File: src/rtl/lsu.sv
// rtl/lsu.sv - load/store unit between the memory stage and a word-only dm port
// Sub-word stores become a read-modify-write; sub-word loads are lane-extracted and extended.
module lsu (
    input  logic        clk_i,
    input  logic        reset_i,
    input  logic        reqValid_i,
    output logic        reqReady_o,
    input  logic        reqWrite_i,
    input  logic [1:0]  reqSize_i,
    input  logic        reqSigned_i,
    input  logic [31:0] reqAddr_i,
    input  logic [31:0] reqWData_i,
    input  logic [31:0] reqPC_i,
    output logic        dmMemWrite_o,
    output logic [31:0] dmAddr_o,
    output logic [31:0] dmWriteData_o,
    output logic [31:0] dmPC_o,
    input  logic [31:0] dmReadData_i,
    output logic        respValid_o,
    output logic [31:0] respRData_o,
    output logic        respErr_o
);
    typedef enum logic [2:0] {IDLE, LOAD, RMW_RD, STORE, RESP} state_t;

    state_t      state_q;
    logic [31:0] addr_q, wdata_q, pc_q, merge_q, rdata_q;
    logic [1:0]  size_q;
    logic        signed_q, err_q, ready_q, valid_q;

    logic        req_err;
    logic [7:0]  lane_b;
    logic [15:0] lane_h;
    logic [31:0] load_d, merge_d;

    assign req_err = (reqSize_i == 2'd3) ||
                     (reqSize_i == 2'd1 && reqAddr_i[0]) ||
                     (reqSize_i == 2'd2 && reqAddr_i[1:0] != 2'b00);

    always_comb begin
        lane_b = dmReadData_i[7:0];
        case (addr_q[1:0])
            2'd1:    lane_b = dmReadData_i[15:8];
            2'd2:    lane_b = dmReadData_i[23:16];
            2'd3:    lane_b = dmReadData_i[31:24];
            default: lane_b = dmReadData_i[7:0];
        endcase
        lane_h = addr_q[1] ? dmReadData_i[31:16] : dmReadData_i[15:0];
        case (size_q)
            2'd0:    load_d = {{24{signed_q & lane_b[7]}}, lane_b};
            2'd1:    load_d = {{16{signed_q & lane_h[15]}}, lane_h};
            default: load_d = dmReadData_i;
        endcase
    end

    // Only byte and half stores reach RMW_RD, so size_q is 0 or 1 here.
    always_comb begin
        merge_d = dmReadData_i;
        if (size_q == 2'd0) begin
            case (addr_q[1:0])
                2'd0:    merge_d[7:0]   = wdata_q[7:0];
                2'd1:    merge_d[15:8]  = wdata_q[7:0];
                2'd2:    merge_d[23:16] = wdata_q[7:0];
                default: merge_d[31:24] = wdata_q[7:0];
            endcase
        end else if (addr_q[1]) begin
            merge_d[31:16] = wdata_q[15:0];
        end else begin
            merge_d[15:0] = wdata_q[15:0];
        end
    end

    always_ff @(posedge clk_i or posedge reset_i) begin
        if (reset_i) begin
            state_q  <= IDLE;
            addr_q   <= '0;
            wdata_q  <= '0;
            pc_q     <= '0;
            merge_q  <= '0;
            rdata_q  <= '0;
            size_q   <= '0;
            signed_q <= 1'b0;
            err_q    <= 1'b0;
            ready_q  <= 1'b1;
            valid_q  <= 1'b0;
        end else begin
            case (state_q)
                IDLE: if (reqValid_i) begin
                    addr_q   <= reqAddr_i;
                    wdata_q  <= reqWData_i;
                    pc_q     <= reqPC_i;
                    size_q   <= reqSize_i;
                    signed_q <= reqSigned_i;
                    ready_q  <= 1'b0;
                    if (req_err) begin
                        rdata_q <= '0;
                        err_q   <= 1'b1;
                        valid_q <= 1'b1;
                        state_q <= RESP;
                    end else if (!reqWrite_i) begin
                        state_q <= LOAD;
                    end else if (reqSize_i == 2'd2) begin
                        merge_q <= reqWData_i;
                        state_q <= STORE;
                    end else begin
                        state_q <= RMW_RD;
                    end
                end
                LOAD: begin
                    rdata_q <= load_d;
                    err_q   <= 1'b0;
                    valid_q <= 1'b1;
                    state_q <= RESP;
                end
                RMW_RD: begin
                    merge_q <= merge_d;
                    state_q <= STORE;
                end
                STORE: begin
                    rdata_q <= '0;
                    err_q   <= 1'b0;
                    valid_q <= 1'b1;
                    state_q <= RESP;
                end
                RESP: begin
                    valid_q <= 1'b0;
                    ready_q <= 1'b1;
                    state_q <= IDLE;
                end
                default: begin
                    valid_q <= 1'b0;
                    ready_q <= 1'b1;
                    state_q <= IDLE;
                end
            endcase
        end
    end

    // Write enable straight from the state so an async reset kills it at once.
    assign dmMemWrite_o  = (state_q == STORE);
    assign dmAddr_o      = {addr_q[31:2], 2'b00};
    assign dmWriteData_o = merge_q;
    assign dmPC_o        = pc_q;
    assign reqReady_o    = ready_q;
    assign respValid_o   = valid_q;
    assign respRData_o   = rdata_q;
    assign respErr_o     = err_q;
endmodule
File: config.mk
export PLATFORM = sky130hd
export DESIGN_NAME = lsu
export DESIGN_NICKNAME = d
export VERILOG_FILES = /design/src/rtl/lsu.sv
export SDC_FILE = /design/constraint.sdc
export NUM_CORES = 1
export LEC_CHECK = 0
export ABC_AREA = 1
export BUFFER_PORTS_ARGS = -buffer_cell sky130_fd_sc_hd__buf_4
export CAP_MARGIN = 15
export CORE_ASPECT_RATIO = 1.25
export CORE_MARGIN = 3
export CORE_UTILIZATION = 52
export DETAILED_ROUTE_END_ITERATION = 12
export PLACE_DENSITY_LB_ADDON = 0.1
export SLEW_MARGIN = 20
export SYNTH_ARGS = -nofsm -noshare
export SYNTH_HDL_FRONTEND = slang
export SYNTH_SLANG_ARGS = --single-unit
File: constraint.sdc
create_clock -name clk_i -period 5.6 [get_ports clk_i]
set_input_delay 0.56 -clock clk_i [delete_from_list [all_inputs] [get_ports clk_i]]
set_output_delay 0.56 -clock clk_i [all_outputs]
set_load 0.1 [all_outputs]
==> impl_metrics.toml, run 1 <==
[run_status]
run_status = "completed"

[clocking]
clkLatencyLatePin_ns = 0.43
clock_pin_slew_on_the_worst_setup_and_hold_paths_ns = 0.06
cts_resized = 0
cts_max_path_buffers = 2
clock_sink_count = 153
clockRootBuffer = "clkbuf_16"
numCtsBuffers = 17
cts_tree = "done"
number_of_buffers_added_to_fix_hold_violations_after_cts = 0
cts.htree.levels = 4
postCtsSetupBuffers = 0

[sta]
max_slew_margin = 0.336
fin_hold_ws_ns = 0.299
fin_worst_skew_ns = 0.0102
rsz0062_at_grt = "false"
period_minus_slack_ns = 3.20
final_max_slew_viol_count = 0
layout_setup_ws_ns = 2.40
setup_viol_count_final = 0
worstMarginPinSlew_ns = 0.994
fmax_ghz = 0.313
totalNegativeSetupSlack_ns = 0
period_share = 0.571
final_hold_viol_count = 0

[floorplanning]
core_area_sq_um = 15600
die_y_um = 148
io_pins = 267
dieArea_sq_um = 17600
start_util = 0.533
std_cell_rows = 51
die_w_um = 119

[yosys]
synth_cells = 1215
async_reset_ff_frac = 1.00
yosysMostFrequentCell = "nand2_1"
synth_warnings = 0
synth_largest_area_cell = "dfrtp_1"
ys_top_cells_by_count = "nand2_1, dfrtp_1, nor2_1, nand3_1, buf_4"
synth_area_sq_um = 8330
dominantRegCellSynth = "dfrtp_1"
area_share_of_the_largest_cell_type_after_synthesis = 0.457
synth.top_cells.by_area = "dfrtp_1, nand2_1, nor2_1"
ys_types = 28
ys_seq_elements = 153
count_of_flip_flops_with_a_built_in_enable_after_synthesis = 0
yosysSeqAreaShare = 0.460
average_cell_area_after_synthesis_sq_um = 6.86

[global_route]
grtUsageMet2 = 0.459
global_route.usage.met1 = 0.356
grt_use_total = 0.283
globalRoute.busiestLayer = "met2"
gr-usage-met3 = 0.0915
first_global_vias = 7911
grt_pass1_wl_um = 39800
overflow = 0
number_of_antenna_violations_at_the_first_check_in_global_routing = 0
largest_net_degree_at_the_start_of_global_routing = 118

[routing]
initialDrtViolationCount = 671
firstDrtPassIters = 5
viasPerCell = 5.04
routed-via-count = 8245
drcViolationCount = 0
drt_wl_total_um = 24500
drt-wirelength-per-cell_um = 15.0
detail_route_antenna_nets = 0

[min_path]
min_path_type = "in -> async"

[worst_setup_path]
critical_path.reg2reg.startpoint = "state_q[2]"
worst_setup_end_kind = "flip-flop"
critPathArrivalTime_ns = 3.51
worst-endpoint-required_ns = 5.91
cp-endpoint = "dmPC_o[15]"
start_kind = "flip-flop"
path_max_fanout = 98
timing_worst_setup_path_type = "reg -> reg"
crit_start = "state_q[2]"
r2r_setup_slack_ns = 2.40
reg2reg_to = "dmPC_o[15]"
worstRegToRegCells = 9

[cells_and_area]
multi_input_area_sq_um = 3780
final_nets = 1547
diodes = 0
drive_above_1_share = 0.228
design_area_sq_um = 10700
flow.area_growth_from_synthesis_pct = 27.9
ff_latch_area_sq_um = 3830
layout.filler_cells = 1439

[placement]
dp_hpwl_um = 17300
io_buffer_count = 264
detailed_place.area_sq_um = 10100
dp_worst_setup_slack_ns = 2.79
globalplace.congestion = 0.861

[run]
max-cap-violations = 0
==> per-layer routing <==
| metal | share of wire | vias up | routed length [um] |
|---|---|---|---|
| li1 | - | 4082 | - |
| met1 | 0.39 | 3750 | 9560 |
| met2 | 0.48 | 366 | 11800 |
| met3 | 0.10 | 47 | 2480 |
| met4 | 0.027 | 0 | 651 |
| met5 | 0 | - | 0 |
==> registers in the layout, summed over array words and instances (netlist names) <==
signal and flops:
addr_q 32, dmPC_o 32, dmWriteData_o 32, reqReady_o 1, respErr_o 1, respRData_o 32, respValid_o 1, signed_q 1
size_q 2, state_q 3, wdata_q 16
==> cells in the final DEF, fill, tap and decap left out, drive strengths merged, types with 4 or more instances in the layout <==
master	n
clkbuf	19
o21ai	25
nand3	92
clkinvlp	4
a21oi	9
buf	271
nor2	130
clkinv	5
o21a	7
dfrtp	152
o22ai	7
nand2	655
inv	41
==> cells by family after synthesis <==
family / synth area share
AND/OR/NAND/NOR: 0.420
other: 0.000450
AO/OA/AOI/OAI: 0.0329
flip-flops: 0.460
buffers and inverters: 0.0871
==> worst min path at each step <==
stage,startpoint,endpoint,depth (start not counted)
after global routing,reqAddr_i[14],addr_q[14],3
after global placement,respRData_o[1],respRData_o[1],2
after CTS,reqAddr_i[8],addr_q[8],3
after floorplan,addr_q[10],addr_q[10],2
after detailed placement,addr_q[12],addr_q[12],2
final,reset_i,dmPC_o[0],2
==> cell type report <==
| type | count | share of cell area |
|---|---|---|
| flip-flops and latches | 153 | 0.360 |
| multi-input cells | 930 | 0.355 |
| repair buffers | 271 | 0.191 |
| clock buffers | 19 | 0.0416 |
| well taps | 212 | 0.0249 |
| inverters | 39 | 0.0146 |
| clock inverters | 13 | 0.0135 |
==> stage by stage <==
stage,instances,util
2_1_floorplan,1216,-
3_3_place_gp,1605,0.643
3_5_place_dp,1605,0.643
4_1_cts,1637,0.681
5_1_grt,1637,0.681
6_report,1637,0.681
==> worst max-delay path, cell delays in order, from the launching register on <==
cell and delay [ns]:
dfrtp_1 0.40, inv_2 0.07, nand2_1 0.08, nor2_4 0.16
inv_2 0.07, nor2_4 0.07, buf_4 0.73, clkinv_2 1.05
nand2_1 0.29, nand2_1 0.08
Power of run 1 is not shown: default switching activity piles up to over one toggle a cycle in this logic, so the estimate is an artifact.
==> inputs of run 2 (changes only) <==
clock period = 3.2 ns   (was 5.6 ns; I/O delays follow)
==> impl_metrics.toml, run 2 (same netlist as run 1, synthesis figures left out) <==
[run_status]
run_status = "completed"

[sta]
setup_viol_count_final = 0
worstMarginPinSlew_ns = 1.01
fin_worst_skew_ns = 0.0108
period_share = 0.740
final_hold_viol_count = 0
fmax_ghz = 0.422
max_slew_margin = 0.328
final_max_slew_viol_count = 0
totalNegativeSetupSlack_ns = 0
period_minus_slack_ns = 2.37
rsz0062_at_grt = "false"

[clocking]
postCtsSetupBuffers = 0
clock_pin_slew_on_the_worst_setup_and_hold_paths_ns = 0.07
cts_tree = "done"
clock_sink_count = 153
numCtsBuffers = 17
cts.htree.levels = 4
cts_resized = 0
cts_max_path_buffers = 2
clockRootBuffer = "clkbuf_16"
clkLatencyLatePin_ns = 0.43

[floorplanning]
io_pins = 267
std_cell_rows = 51
core_area_sq_um = 15600
dieArea_sq_um = 17600
die_y_um = 148
start_util = 0.533
die_w_um = 119

[placement]
globalplace.congestion = 0.916
dp_hpwl_um = 17700
io_buffer_count = 264

[global_route]
number_of_antenna_violations_at_the_first_check_in_global_routing = 0
grt_pass1_wl_um = 40000
largest_net_degree_at_the_start_of_global_routing = 98
overflow = 0
grt_use_total = 0.285
first_global_vias = 7706

[cells_and_area]
most_common_library_cell_in_the_layout_ignoring_fill_and_taps = "nand2_1"
flow.area_growth_from_synthesis_pct = 28.9
drive_above_1_share = 0.231
mostFrequentLayoutCells = "nand2_1, buf_4, dfrtp_1"
layout.filler_cells = 1406
final_nets = 1553
ff_latch_area_sq_um = 3830
diodes = 0
multi_input_area_sq_um = 3780

[worst_setup_path]
critPathArrivalTime_ns = 2.74
worst_setup_end_kind = "flip-flop"
worst-endpoint-required_ns = 3.57
start_kind = "flip-flop"
timing_worst_setup_path_type = "reg -> reg"
path_max_fanout = 35

[routing]
initialDrtViolationCount = 553
drcViolationCount = 0
drt-wirelength-per-cell_um = 15.1
detail_route_antenna_nets = 0
routed-via-count = 8221
drt_wl_total_um = 24900
viasPerCell = 5.00
firstDrtPassIters = 5

[min_path]
min_path_type = "in -> reg"

[run]
max-cap-violations = 0
-- run 2: path summary, 6_finish.rpt --
check / startpoint / end / slack (ns) / cells after the start
min in group asynchronous: reset_i / dmWriteData_o[12] / 0.53 / 3
worst max register to register: size_q[1] / respRData_o[25] / 0.83 / 7
worst min register to register: addr_q[19] / addr_q[19] / 0.47 / 2
max in group asynchronous: reset_i / addr_q[1] / 1.76 / 4
worst min-delay path: reqAddr_i[10] / addr_q[10] / 0.08 / 3
worst max-delay path: size_q[1] / respRData_o[25] / 0.83 / 7
-- run 2: metrics by stage --
| stage | area [sq um] | worst slack (ns) | cells | hold slack (ns) | utilization |
|---|---|---|---|---|---|
| 2_1_floorplan | 8340 | 0.950 | 1216 | 0.437 | - |
| 3_3_place_gp | 10100 | 0.973 | 1610 | 0.399 | 0.649 |
| 3_5_place_dp | 10100 | 0.941 | 1610 | 0.411 | 0.649 |
| 4_1_cts | 10700 | 0.884 | 1643 | 0.0690 | 0.687 |
| 5_1_grt | 10700 | 0.651 | 1643 | 0.0677 | 0.687 |
| 6_report | 10700 | 0.832 | 1643 | 0.0799 | 0.687 |
-- run 2: what timing repair did --
action,4_1_cts,5_1_grt
endpoints found under the setup margin,0,0
endpoints found under the hold margin,22,0
hold buffers,1,0
-- run 2: layout make-up --
cell class	count	area share
Tap cell	212	0.0247
Clock inverter	15	0.0146
Timing Repair Buffer	277	0.199
Inverter	39	0.0140
Multi-Input combinational cell	930	0.352
Clock buffer	17	0.0396
Sequential cell	153	0.357
-- run 2: worst max-delay path, stage by stage (launching register included) --
cell     delay (ns)
dfrtp_1        0.63
nor2_8         0.51
inv_2          0.39
nor2_2         0.24
nand3_4        0.16
nand2_4        0.19
nand2_1        0.08
nand2_1        0.07
-- run 2: routing by layer --
| metal | part of all wire | vias up | wire length, um | track usage |
|---|---|---|---|---|
| met1 | 0.41 | 3727 | 10100 | 0.366 |
| met5 | 0 | - | 0 | 0 |
| met4 | 0.026 | 0 | 643 | 0.0945 |
| met3 | 0.089 | 47 | 2210 | 0.0888 |
| met2 | 0.48 | 344 | 11900 | 0.459 |
| li1 | - | 4103 | - | - |
Power of run 2 is left out for the same reason.
